**config.mk**
```make
export PLATFORM = sky130hd
export DESIGN_NAME = led_pattern_gen_flat
export DESIGN_NICKNAME = d
export VERILOG_FILES = /design/src/rtl/led_pkg.sv /design/src/rtl/led_pattern_gen_if.sv /design/src/rtl/led_pattern_gen_channel.sv /design/src/rtl/led_pattern_gen.sv /design/src/flat_wrapper.sv
export SDC_FILE = /design/constraint.sdc
export NUM_CORES = 1
export LEC_CHECK = 0
export BUFFER_PORTS_ARGS = -buffer_cell sky130_fd_sc_hd__buf_2
export CAP_MARGIN = 20
export CORE_ASPECT_RATIO = 2
export CORE_MARGIN = 4
export CORE_UTILIZATION = 50
export CTS_BUF_LIST = sky130_fd_sc_hd__clkbuf_8
export DETAILED_ROUTE_END_ITERATION = 6
export HOLD_SLACK_MARGIN = 0.12
export PLACE_DENSITY = 0.74
export SETUP_SLACK_MARGIN = 0.3
export SLEW_MARGIN = 20
export SYNTH_ARGS = -nofsm -noshare
export SYNTH_HDL_FRONTEND = slang
export SYNTH_SLANG_ARGS = --single-unit
```
**constraint.sdc**
```tcl
create_clock -name sys_clk -period 2.9 [get_ports sys_clk]
set_input_delay 0.58 -clock sys_clk [delete_from_list [all_inputs] [get_ports sys_clk]]
set_output_delay 0.58 -clock sys_clk [all_outputs]
set_load 0.005 [all_outputs]
```
**src/rtl/led_pkg.sv**
```systemverilog
// Shared types and constants for the multi-channel LED pattern generator.
package led_pkg;

   typedef enum logic [1:0] {
      LED_OFF   = 2'd0,
      LED_ON    = 2'd1,
      LED_BLINK = 2'd2,
      LED_PWM   = 2'd3
   } led_mode_t;

   localparam int PWM_W = 8;

endpackage

```
**src/rtl/led_pattern_gen_if.sv**
```systemverilog
// Per-channel configuration and LED output bundle between the board controller and led_pattern_gen.
interface led_pattern_gen_if
   import led_pkg::*;
#(
   parameter int NCH   = 4,
   parameter int CNT_W = 26
);

   led_mode_t [NCH-1:0]             mode;
   logic      [NCH-1:0][CNT_W-1:0]  half_period;
   logic      [NCH-1:0][PWM_W-1:0]  duty;
   logic                            sync;
   logic      [NCH-1:0]             led;

   modport master (
      output mode,
      output half_period,
      output duty,
      output sync,
      input  led
   );

   modport slave (
      input  mode,
      input  half_period,
      input  duty,
      input  sync,
      output led
   );

endinterface

```
**src/rtl/led_pattern_gen_channel.sv**
```systemverilog
// One LED channel: blink half-period counter, PWM phase, mode history and the registered LED bit.
module led_channel
   import led_pkg::*;
#(
   parameter int CNT_W = 26
) (
   input  logic               sys_clk,
   input  logic               sys_rst_n,
   input  logic               tick,
   input  logic               restart,
   input  led_mode_t          mode,
   input  logic [CNT_W-1:0]   half_period,
   input  logic [PWM_W-1:0]   duty,
   output logic               led
);

   logic [CNT_W-1:0] cnt, cnt_next;
   logic             bstate, bstate_next;
   logic [PWM_W-1:0] phase, phase_next;
   led_mode_t        mode_q;
   logic             led_next;
   logic             restart_any;
   logic [CNT_W-1:0] hp;

   // A mode change restarts the channel just like the global sync does.
   assign restart_any = restart || (mode != mode_q);
   assign hp          = (half_period == '0) ? CNT_W'(1) : half_period;

   always_comb begin
      cnt_next    = cnt;
      bstate_next = bstate;
      phase_next  = phase;
      if (restart_any) begin
         cnt_next    = CNT_W'(1);
         bstate_next = 1'b0;
         phase_next  = '0;
      end else if (tick) begin
         phase_next = phase + PWM_W'(1);
         // >= lets a lowered half_period take effect on the very next tick.
         if (cnt >= hp) begin
            cnt_next    = CNT_W'(1);
            bstate_next = ~bstate;
         end else begin
            cnt_next = cnt + CNT_W'(1);
         end
      end
   end

   always_comb begin
      led_next = 1'b0;
      case (mode)
         LED_OFF:   led_next = 1'b0;
         LED_ON:    led_next = 1'b1;
         LED_BLINK: led_next = bstate_next;
         LED_PWM:   led_next = (phase_next < duty);
         default:   led_next = 1'b0;
      endcase
   end

   always_ff @(posedge sys_clk) begin
      if (!sys_rst_n) begin
         cnt    <= CNT_W'(1);
         bstate <= 1'b0;
         phase  <= '0;
         mode_q <= LED_OFF;
         led    <= 1'b0;
      end else begin
         cnt    <= cnt_next;
         bstate <= bstate_next;
         phase  <= phase_next;
         mode_q <= mode;
         led    <= led_next;
      end
   end

endmodule

```
**src/rtl/led_pattern_gen.sv**
```systemverilog
// Top of the LED pattern generator: shared tick prescaler plus NCH independent channels.
module led_pattern_gen
   import led_pkg::*;
#(
   parameter int NCH      = 4,
   parameter int CNT_W    = 26,
   parameter int PRESCALE = 1
) (
   input  logic              sys_clk,
   input  logic              sys_rst_n,
   led_pattern_gen_if.slave  bus
);

   localparam int PRE_W = (PRESCALE > 1) ? $clog2(PRESCALE) : 1;

   logic [PRE_W-1:0] pre_cnt;
   logic             tick;
   logic [NCH-1:0]   led_vec;

   assign tick = (pre_cnt == PRE_W'(PRESCALE - 1));

   // Sync realigns the tick grid so every channel restarts from the same phase.
   always_ff @(posedge sys_clk) begin
      if (!sys_rst_n) begin
         pre_cnt <= '0;
      end else if (bus.sync || tick) begin
         pre_cnt <= '0;
      end else begin
         pre_cnt <= pre_cnt + PRE_W'(1);
      end
   end

   for (genvar i = 0; i < NCH; i++) begin : g_channel
      led_channel #(
         .CNT_W (CNT_W)
      ) u_channel (
         .sys_clk     (sys_clk),
         .sys_rst_n   (sys_rst_n),
         .tick        (tick),
         .restart     (bus.sync),
         .mode        (bus.mode[i]),
         .half_period (bus.half_period[i]),
         .duty        (bus.duty[i]),
         .led         (led_vec[i])
      );
   end

   assign bus.led = led_vec;

endmodule

```
**src/flat_wrapper.sv**
```systemverilog
// flat-port wrapper written by rule: the top's interface ports become plain ports
module led_pattern_gen_flat import led_pkg::*;
#(
   parameter int NCH      = 4,
   parameter int CNT_W    = 26,
   parameter int PRESCALE = 1
)
  (sys_clk, sys_rst_n, bus_mode, bus_half_period, bus_duty, bus_sync, bus_led);
  led_pattern_gen_if #(.NCH(NCH), .CNT_W(CNT_W)) bus_i ();
  input  logic sys_clk;
  input  logic sys_rst_n;
  input wire logic [$bits(bus_i.mode)-1:0] bus_mode;
  input wire logic [$bits(bus_i.half_period)-1:0] bus_half_period;
  input wire logic [$bits(bus_i.duty)-1:0] bus_duty;
  input wire logic [$bits(bus_i.sync)-1:0] bus_sync;
  output wire logic [$bits(bus_i.led)-1:0] bus_led;
  assign bus_i.mode = bus_mode;
  assign bus_i.half_period = bus_half_period;
  assign bus_i.duty = bus_duty;
  assign bus_i.sync = bus_sync;
  assign bus_led = bus_i.led;
  led_pattern_gen #(.NCH(NCH), .CNT_W(CNT_W), .PRESCALE(PRESCALE)) u_core (.sys_clk(sys_clk), .sys_rst_n(sys_rst_n), .bus(bus_i));
endmodule
```
======== After elaboration in Yosys (flattened, before gate mapping) ========
Index checks and enable logic that the tools add are counted.
storage, ports and cells
  bits in registers ....................... 153
  output and inout bits ................... 4
cells by class
  $add $sub $neg .......................... 9
  mux-type cells .......................... 32
  bitwise gates (word level) .............. 6
  equality and inequality tests ........... 16
  magnitude comparators ................... 8
  reductions and logical operators ........ 18
operator list
  operator                 count
  $mux W26                 8
  $add A26 B1 Y26 const B  4
  $ge A26 B26 Y1           4
  $logic_not A26 Y1        4
  $mux W8                  8
  $add A8 B1 Y8 const B    4
  $lt A8 B8 Y1             4
  $eq A2 B2 Y1 const B     8
  $pmux W1 S4              4
  $mux W1                  12
  $reduce_or A2 Y1         5
  $eq A2 B1 Y1 const B     4
  $logic_not A2 Y1         4
  $ne A2 B2 Y1             4
  $not A1 Y1               6
  $logic_or A1 B1 Y1       5
  $add A1 B1 Y1 const B    1

======== Longest topological paths before layout ========
  depth after elaboration ................. 7
  gate-level depth with buffers ........... 14
  gate-level depth less buffers ........... 13

======== By module ========
Synthesis repeated with hierarchy kept, for this count alone.
second synthesis, totals
  cells, all modules ...................... 1,301
  area total of the unflattened synthesis .. 10,865.4 um^2
modules (own cells, without submodules)
  module                                        times used  area each (um^2)  cells an instance
  led_channel at u_core.g_channel[3].u_channel  1           2,810.2           333
  led_channel at u_core.g_channel[1].u_channel  1           2,791.4           307
  led_channel at u_core.g_channel[0].u_channel  1           2,626.3           331
  led_channel at u_core.g_channel[2].u_channel  1           2,610.0           327
  led_pattern_gen                               1           27.5              3

======== Least setup slack after synthesis ========
OpenSTA, ideal clock, no wires.
  kind .................................... input port to flip-flop
  from .................................... input bus_half_period[27]
  to ...................................... register u_core.g_channel[1].u_channel.bstate
  arrival time ............................ 2,713 ps
  stages .................................. 11
  path slack .............................. 63 ps
  data required time ...................... 2,777 ps
  library setup time ...................... 123 ps
  path through ............................ nor4_1 nand2_1 nor4_1 a41o_1 ha_1 nand2b_1 a21oi_1 nor4_1 o41ai_4 a21oi_2 mux2_1
on the way
  cells in the longest elaborated chain, start to end .. 6
ends and longest elaborated chain
  item                    RTL line                       source
  start: declaration      flat_wrapper.sv:13             input wire logic [$bits(bus_i.half_period)-1:0] bus_half_period;
  $logic_not A26 Y1       led_pattern_gen_channel.sv:27  assign hp = (half_period == '0) ? CNT_W'(1) : half_period;
  $mux W26 (*)            led_pattern_gen_channel.sv:27
  $ge A26 B26 Y1 (*)      led_pattern_gen_channel.sv:40  if (cnt >= hp) begin
  $mux W1 (*)             led_pattern_gen_channel.sv:40
  $mux W1 (*)             led_pattern_gen_channel.sv:37  end else if (tick) begin
  $mux W1 (*)             led_pattern_gen_channel.sv:33  if (restart_any) begin
  end signal: assignment  led_pattern_gen_channel.sv:69  bstate <= bstate_next;
  end: declaration        led_pattern_gen_channel.sv:18  logic bstate, bstate_next;
Mark *: on every way between the ends. The rest lies on a longest branch, timed or not.
A chain may end at the register's enable or synchronous reset.

======== Worst setup path in the final report ========
  from .................................... input bus_half_period[25]
  to ...................................... register u_core.g_channel[0].u_channel.cnt[18]
on the way
  cells in the longest elaborated chain, start to end .. 4
ends and longest elaborated chain
  item                    RTL line                       source
  $logic_not A26 Y1       led_pattern_gen_channel.sv:27
  $mux W26 (*)            led_pattern_gen_channel.sv:27
  $ge A26 B26 Y1 (*)      led_pattern_gen_channel.sv:40
  $mux W26 (*)            led_pattern_gen_channel.sv:40
  end signal: assignment  led_pattern_gen_channel.sv:68  cnt <= cnt_next;
  end: declaration        led_pattern_gen_channel.sv:17  logic [CNT_W-1:0] cnt, cnt_next;
Marked as above.

==> reports/metrics.json <==
{
  "layout-drive-gt1-share": 0.2430,
  "power-per-cell-area_nw_per_um2": 318.6,
  "drc_errors": 0,
  "dr.first_iter.drc_count": 337,
  "design.core.area_um2": 21110,
  "setup.reg_to_reg.worst_slack_ps": 420,
  "grt_pass1_vias": 10074,
  "max_clock_skew_ps": 12.98,
  "run_status": "complete, no violations",
  "clkTransAtPathRegs_ps": 90,
  "tritoncts_clock_tree": "done",
  "drt.antenna.violating_nets": 0,
  "power.static_leakage_nw": 5.872,
  "crit_type": "in2reg",
  "final-setup-viol-count": 0,
  "total_die_area_um2": 24040,
  "hpwl_after_dpl_mm": 21.46,
  "path_max_fanout": 8,
  "ys_dominant_reg_cell": "sky130_fd_sc_hd__dfxtp_1",
  "vias": 9968,
  "sequential_standard_cell_area_um2": 3068,
  "cp.required_ps": 3300,
  "endpoint_kind": "flop",
  "grt_overflow_total": 0,
  "pin_count": 151,
  "min_period_over_period": 0.8905,
  "clock-sinks": 153,
  "die_y_um": 215.3,
  "final.min_clock_period_ps": 2582,
  "grt_setup_unrepaired": "true",
  "syn_nets": 1597,
  "final.setup.tns_ps": 0,
  "synth_top_family_by_area": "simple AND/OR/NAND/NOR gates",
  "post_synth.cell_area_avg_um2": 8.203,
  "die_width_um": 111.7,
  "clkLatencyLatePin_ps": 490,
  "timing.critical_path.from_type": "input pin",
  "timing.hold.worst.start": "bus_mode[2]",
  "vias_per_cell": 5.600,
  "multi_input_area_um2": 7526,
  "worstHoldPathType": "in2reg",
  "area_growth_syn_to_layout_pct": 23.52,
  "floorplan.initialDensity": 0.5090,
  "layout.core_utilization": 0.6287,
  "worstMarginPinSlew_ps": 1350,
  "grt_first_pass_wirelength_mm": 44.46,
  "hold_viol_final": 0,
  "max_freq_mhz": 387.2,
  "cts_root_buf": "sky130_fd_sc_hd__clkbuf_8",
  "ff2ff_path_depth": 9,
  "fillerInstances": 1876,
  "synthesis.area_um2": 10750,
  "initial_antenna_violation_count": 1,
  "synth-compound-area-share": 0.08627,
  "cts_buffers": 17,
  "min_path_cells": 3,
  "gp_congestion": 0.8758,
  "drt_wl_total_mm": 28.34,
  "synthAdderAreaFrac": 0.1630,
  "wl_per_cell_um": 15.92,
  "synth.ff_latch_count": 153,
  "fp-row-count": 75,
  "p_total_mw": 4.229,
  "numPortBuffers": 150,
  "timing.critical_path.from": "bus_half_period[25]",
  "critical_path.reg2reg.startpoint": "u_core.g_channel[2].u_channel.cnt[23]",
  "final_area_um2": 13270,
  "endpoint_of_the_worst_setup_timing_path": "u_core.g_channel[0].u_channel.cnt[18]",
  "slew_violations": 0,
  "library_cells_used_by_synthesis": 66,
  "netlist_instances": 1310,
  "synth_enable_flop_cells": 0,
  "reg2reg_to": "u_core.g_channel[2].u_channel.cnt[6]",
  "synth-xor-area-share": 0.1035,
  "gr-usage-all-layers": 0.2225,
  "max-vdd-ir-drop_mv": 0.2202,
  "clock_tree.htree_level_count": 4,
  "dpl_cell_area_um2": 12080,
  "pin_count_of_the_biggest_net_entering_global_routing": 29,
  "critical_path_data_arrival_time_ps": 2980,
  "synthSimpleGateAreaFrac": 0.2818,
  "yosysSeqAreaShare": 0.2850,
  "slew-limit-headroom": 0.1003,
  "cts.path.max_buffers": 2,
  "drt_first_pass_iters": 5,
  "max_cap_viol_count": 0,
  "asyncSetResetFlopFracSynth": 0,
  "final_net_count": 1784,
  "yosys_warnings": 0,
  "yosys-mux-area-fraction": 0.007568
}
how the worst min path moves through the flow:
| stage | endpoint | slack (ps) |
|---|---|---|
| 6_report | u_core.g_channel[1].u_channel.mode_q[0] | 360 |
| 5_1_grt | u_core.g_channel[2].u_channel.mode_q[1] | 360 |
| 4_1_cts | u_core.g_channel[1].u_channel.mode_q[0] | 320 |
| 3_5_place_dp | u_core.g_channel[0].u_channel.cnt[1] | 500 |
| 3_3_place_gp | u_core.g_channel[0].u_channel.bstate | 480 |
| 2_1_floorplan | u_core.g_channel[0].u_channel.bstate | 470 |
cell type report:
cell class                 count  area share
tap                          269     0.02536
inverter                     155     0.04383
multi-input combinational    961      0.5670
clock inverter                14     0.01009
antenna                        1   0.0001885
timing repair buffer         209      0.1038
sequential                   153      0.2311
clock buffer                  18     0.01866
sequential cells by signal, summed over array words and instances, names as in the netlist:
register / flops
u_core.g_channel.u_channel.cnt: 104
u_core.g_channel.u_channel.phase: 32
u_core.pre_cnt: 1
u_core.g_channel.u_channel.led: 4
u_core.g_channel.u_channel.bstate: 4
u_core.g_channel.u_channel.mode_q: 8
cell families (layout without fill, tap and decap cells):
kind of cell | after synthesis | in the layout
AOI/OAI and AO/OA | 141 | 141
buffers and inverters | 196 | 396
xor gates and xnor gates | 127 | 127
adders and majority gates | 140 | 140
other | 1 | 2
DFF | 153 | 153
and+or+nand+nor | 544 | 544
muxes | 8 | 8
timing repair:
item,4_1_cts,5_1_grt
cloned,0,7
endpoints found under the hold margin,0,0
hold buffers,0,0
endpoints found under the setup margin,16,100
pin swaps,0,61
setup buffers,0,3
resized for setup,3,124
layout by cell type, fill, tap and decap left out, types with 5 or more instances in the layout:
cell                         n
sky130_fd_sc_hd__nor3_4     11
sky130_fd_sc_hd__a21oi_4     6
sky130_fd_sc_hd__o211ai_1    7
sky130_fd_sc_hd__nor2b_1    16
sky130_fd_sc_hd__xor2_1     68
sky130_fd_sc_hd__nand3_1    52
sky130_fd_sc_hd__a21oi_1    47
sky130_fd_sc_hd__ha_1      140
sky130_fd_sc_hd__a21o_1      6
sky130_fd_sc_hd__nand4b_1    7
sky130_fd_sc_hd__and4_1     13
sky130_fd_sc_hd__mux2i_1     7
sky130_fd_sc_hd__nor4_2      8
sky130_fd_sc_hd__buf_4      46
sky130_fd_sc_hd__and3_1     19
sky130_fd_sc_hd__clkinv_2    5
sky130_fd_sc_hd__or3_1       6
sky130_fd_sc_hd__buf_6      13
sky130_fd_sc_hd__nor4_4      9
sky130_fd_sc_hd__a41o_1      7
sky130_fd_sc_hd__and2_1      8
sky130_fd_sc_hd__nor3_2     55
sky130_fd_sc_hd__inv_1     157
sky130_fd_sc_hd__nor2_1     89
sky130_fd_sc_hd__clkbuf_8   18
sky130_fd_sc_hd__dfxtp_1   151
sky130_fd_sc_hd__nor4_1     15
sky130_fd_sc_hd__nand2_1    83
sky130_fd_sc_hd__o21ai_0    26
sky130_fd_sc_hd__xnor2_1    56
sky130_fd_sc_hd__nand4_1    47
sky130_fd_sc_hd__nor3_1     63
sky130_fd_sc_hd__buf_2     142
sky130_fd_sc_hd__a31oi_1     5
stage by stage:
stage,setup WS [ps],cells,hold WS (ps)
finish,317.6,1780,355.4
global route,194.1,1780,360.2
CTS,327.1,1769,321.7
detailed placement,-265.5,1737,502.0
global placement,-137.4,1737,484.5
floorplan,226.8,1310,465.2
metal layers:
layer	track usage	routed length [um]	share of wire
met1	0.2222	10400	0.37
met2	0.4311	15720	0.55
met3	0.03743	969	0.034
met4	0.1108	1262	0.045
met5	0	0	0
cell usage after synthesis, types with 4 or more instances:
library cell,n,area [um2]
sky130_fd_sc_hd__inv_1,155,581.8
sky130_fd_sc_hd__dfxtp_1,153,3063
sky130_fd_sc_hd__ha_1,140,1752
sky130_fd_sc_hd__nor3_1,99,495.5
sky130_fd_sc_hd__nor2_1,91,341.6
sky130_fd_sc_hd__nand2_1,86,322.8
sky130_fd_sc_hd__xor2_1,71,621.9
sky130_fd_sc_hd__xnor2_1,56,490.5
sky130_fd_sc_hd__nand3_1,54,270.3
sky130_fd_sc_hd__a21oi_1,50,250.2
sky130_fd_sc_hd__nand4_1,47,294.0
sky130_fd_sc_hd__nor3_2,30,300.3
sky130_fd_sc_hd__nor4_1,28,175.2
sky130_fd_sc_hd__o21ai_0,27,135.1
sky130_fd_sc_hd__clkbuf_1,24,90.09
sky130_fd_sc_hd__and3_1,21,131.4
sky130_fd_sc_hd__nor2b_1,19,118.9
sky130_fd_sc_hd__and4_1,13,113.9
sky130_fd_sc_hd__and2_1,8,50.05
sky130_fd_sc_hd__buf_2,8,40.04
sky130_fd_sc_hd__a41o_1,7,70.07
sky130_fd_sc_hd__mux2i_1,7,70.07
sky130_fd_sc_hd__nand2b_1,7,43.79
sky130_fd_sc_hd__nand4b_1,7,61.31
sky130_fd_sc_hd__o211ai_1,7,52.55
sky130_fd_sc_hd__or3_1,7,43.79
sky130_fd_sc_hd__a21o_1,6,45.04
sky130_fd_sc_hd__a31oi_1,6,37.54
sky130_fd_sc_hd__a211oi_1,5,37.54
sky130_fd_sc_hd__buf_4,5,37.54
sky130_fd_sc_hd__nor3b_1,5,37.54
sky130_fd_sc_hd__a21oi_2,4,35.03
critical path: stages:
cell and delay [ps]:
sky130_fd_sc_hd__buf_8 100, sky130_fd_sc_hd__nor4_4 250, sky130_fd_sc_hd__buf_4 180, sky130_fd_sc_hd__nand2_4 60
sky130_fd_sc_hd__nor4_4 240, sky130_fd_sc_hd__a41o_1 210, sky130_fd_sc_hd__ha_1 230, sky130_fd_sc_hd__nand2b_4 140
sky130_fd_sc_hd__a21oi_2 130, sky130_fd_sc_hd__o21ai_2 80, sky130_fd_sc_hd__a41oi_2 320, sky130_fd_sc_hd__a21oi_4 140
sky130_fd_sc_hd__clkbuf_16 190, sky130_fd_sc_hd__nor3_2 130
power by group:
| group | internal (mW) | total, mW | switching (mW) |
|---|---|---|---|
| clock network | 0.774 | 1.61 | 0.835 |
| logic | 0.217 | 0.495 | 0.278 |
| registers | 2.11 | 2.12 | 0.0117 |
| total | 3.10 | 4.23 | 1.12 |
Note: power is estimated with default switching activity, not from simulation.
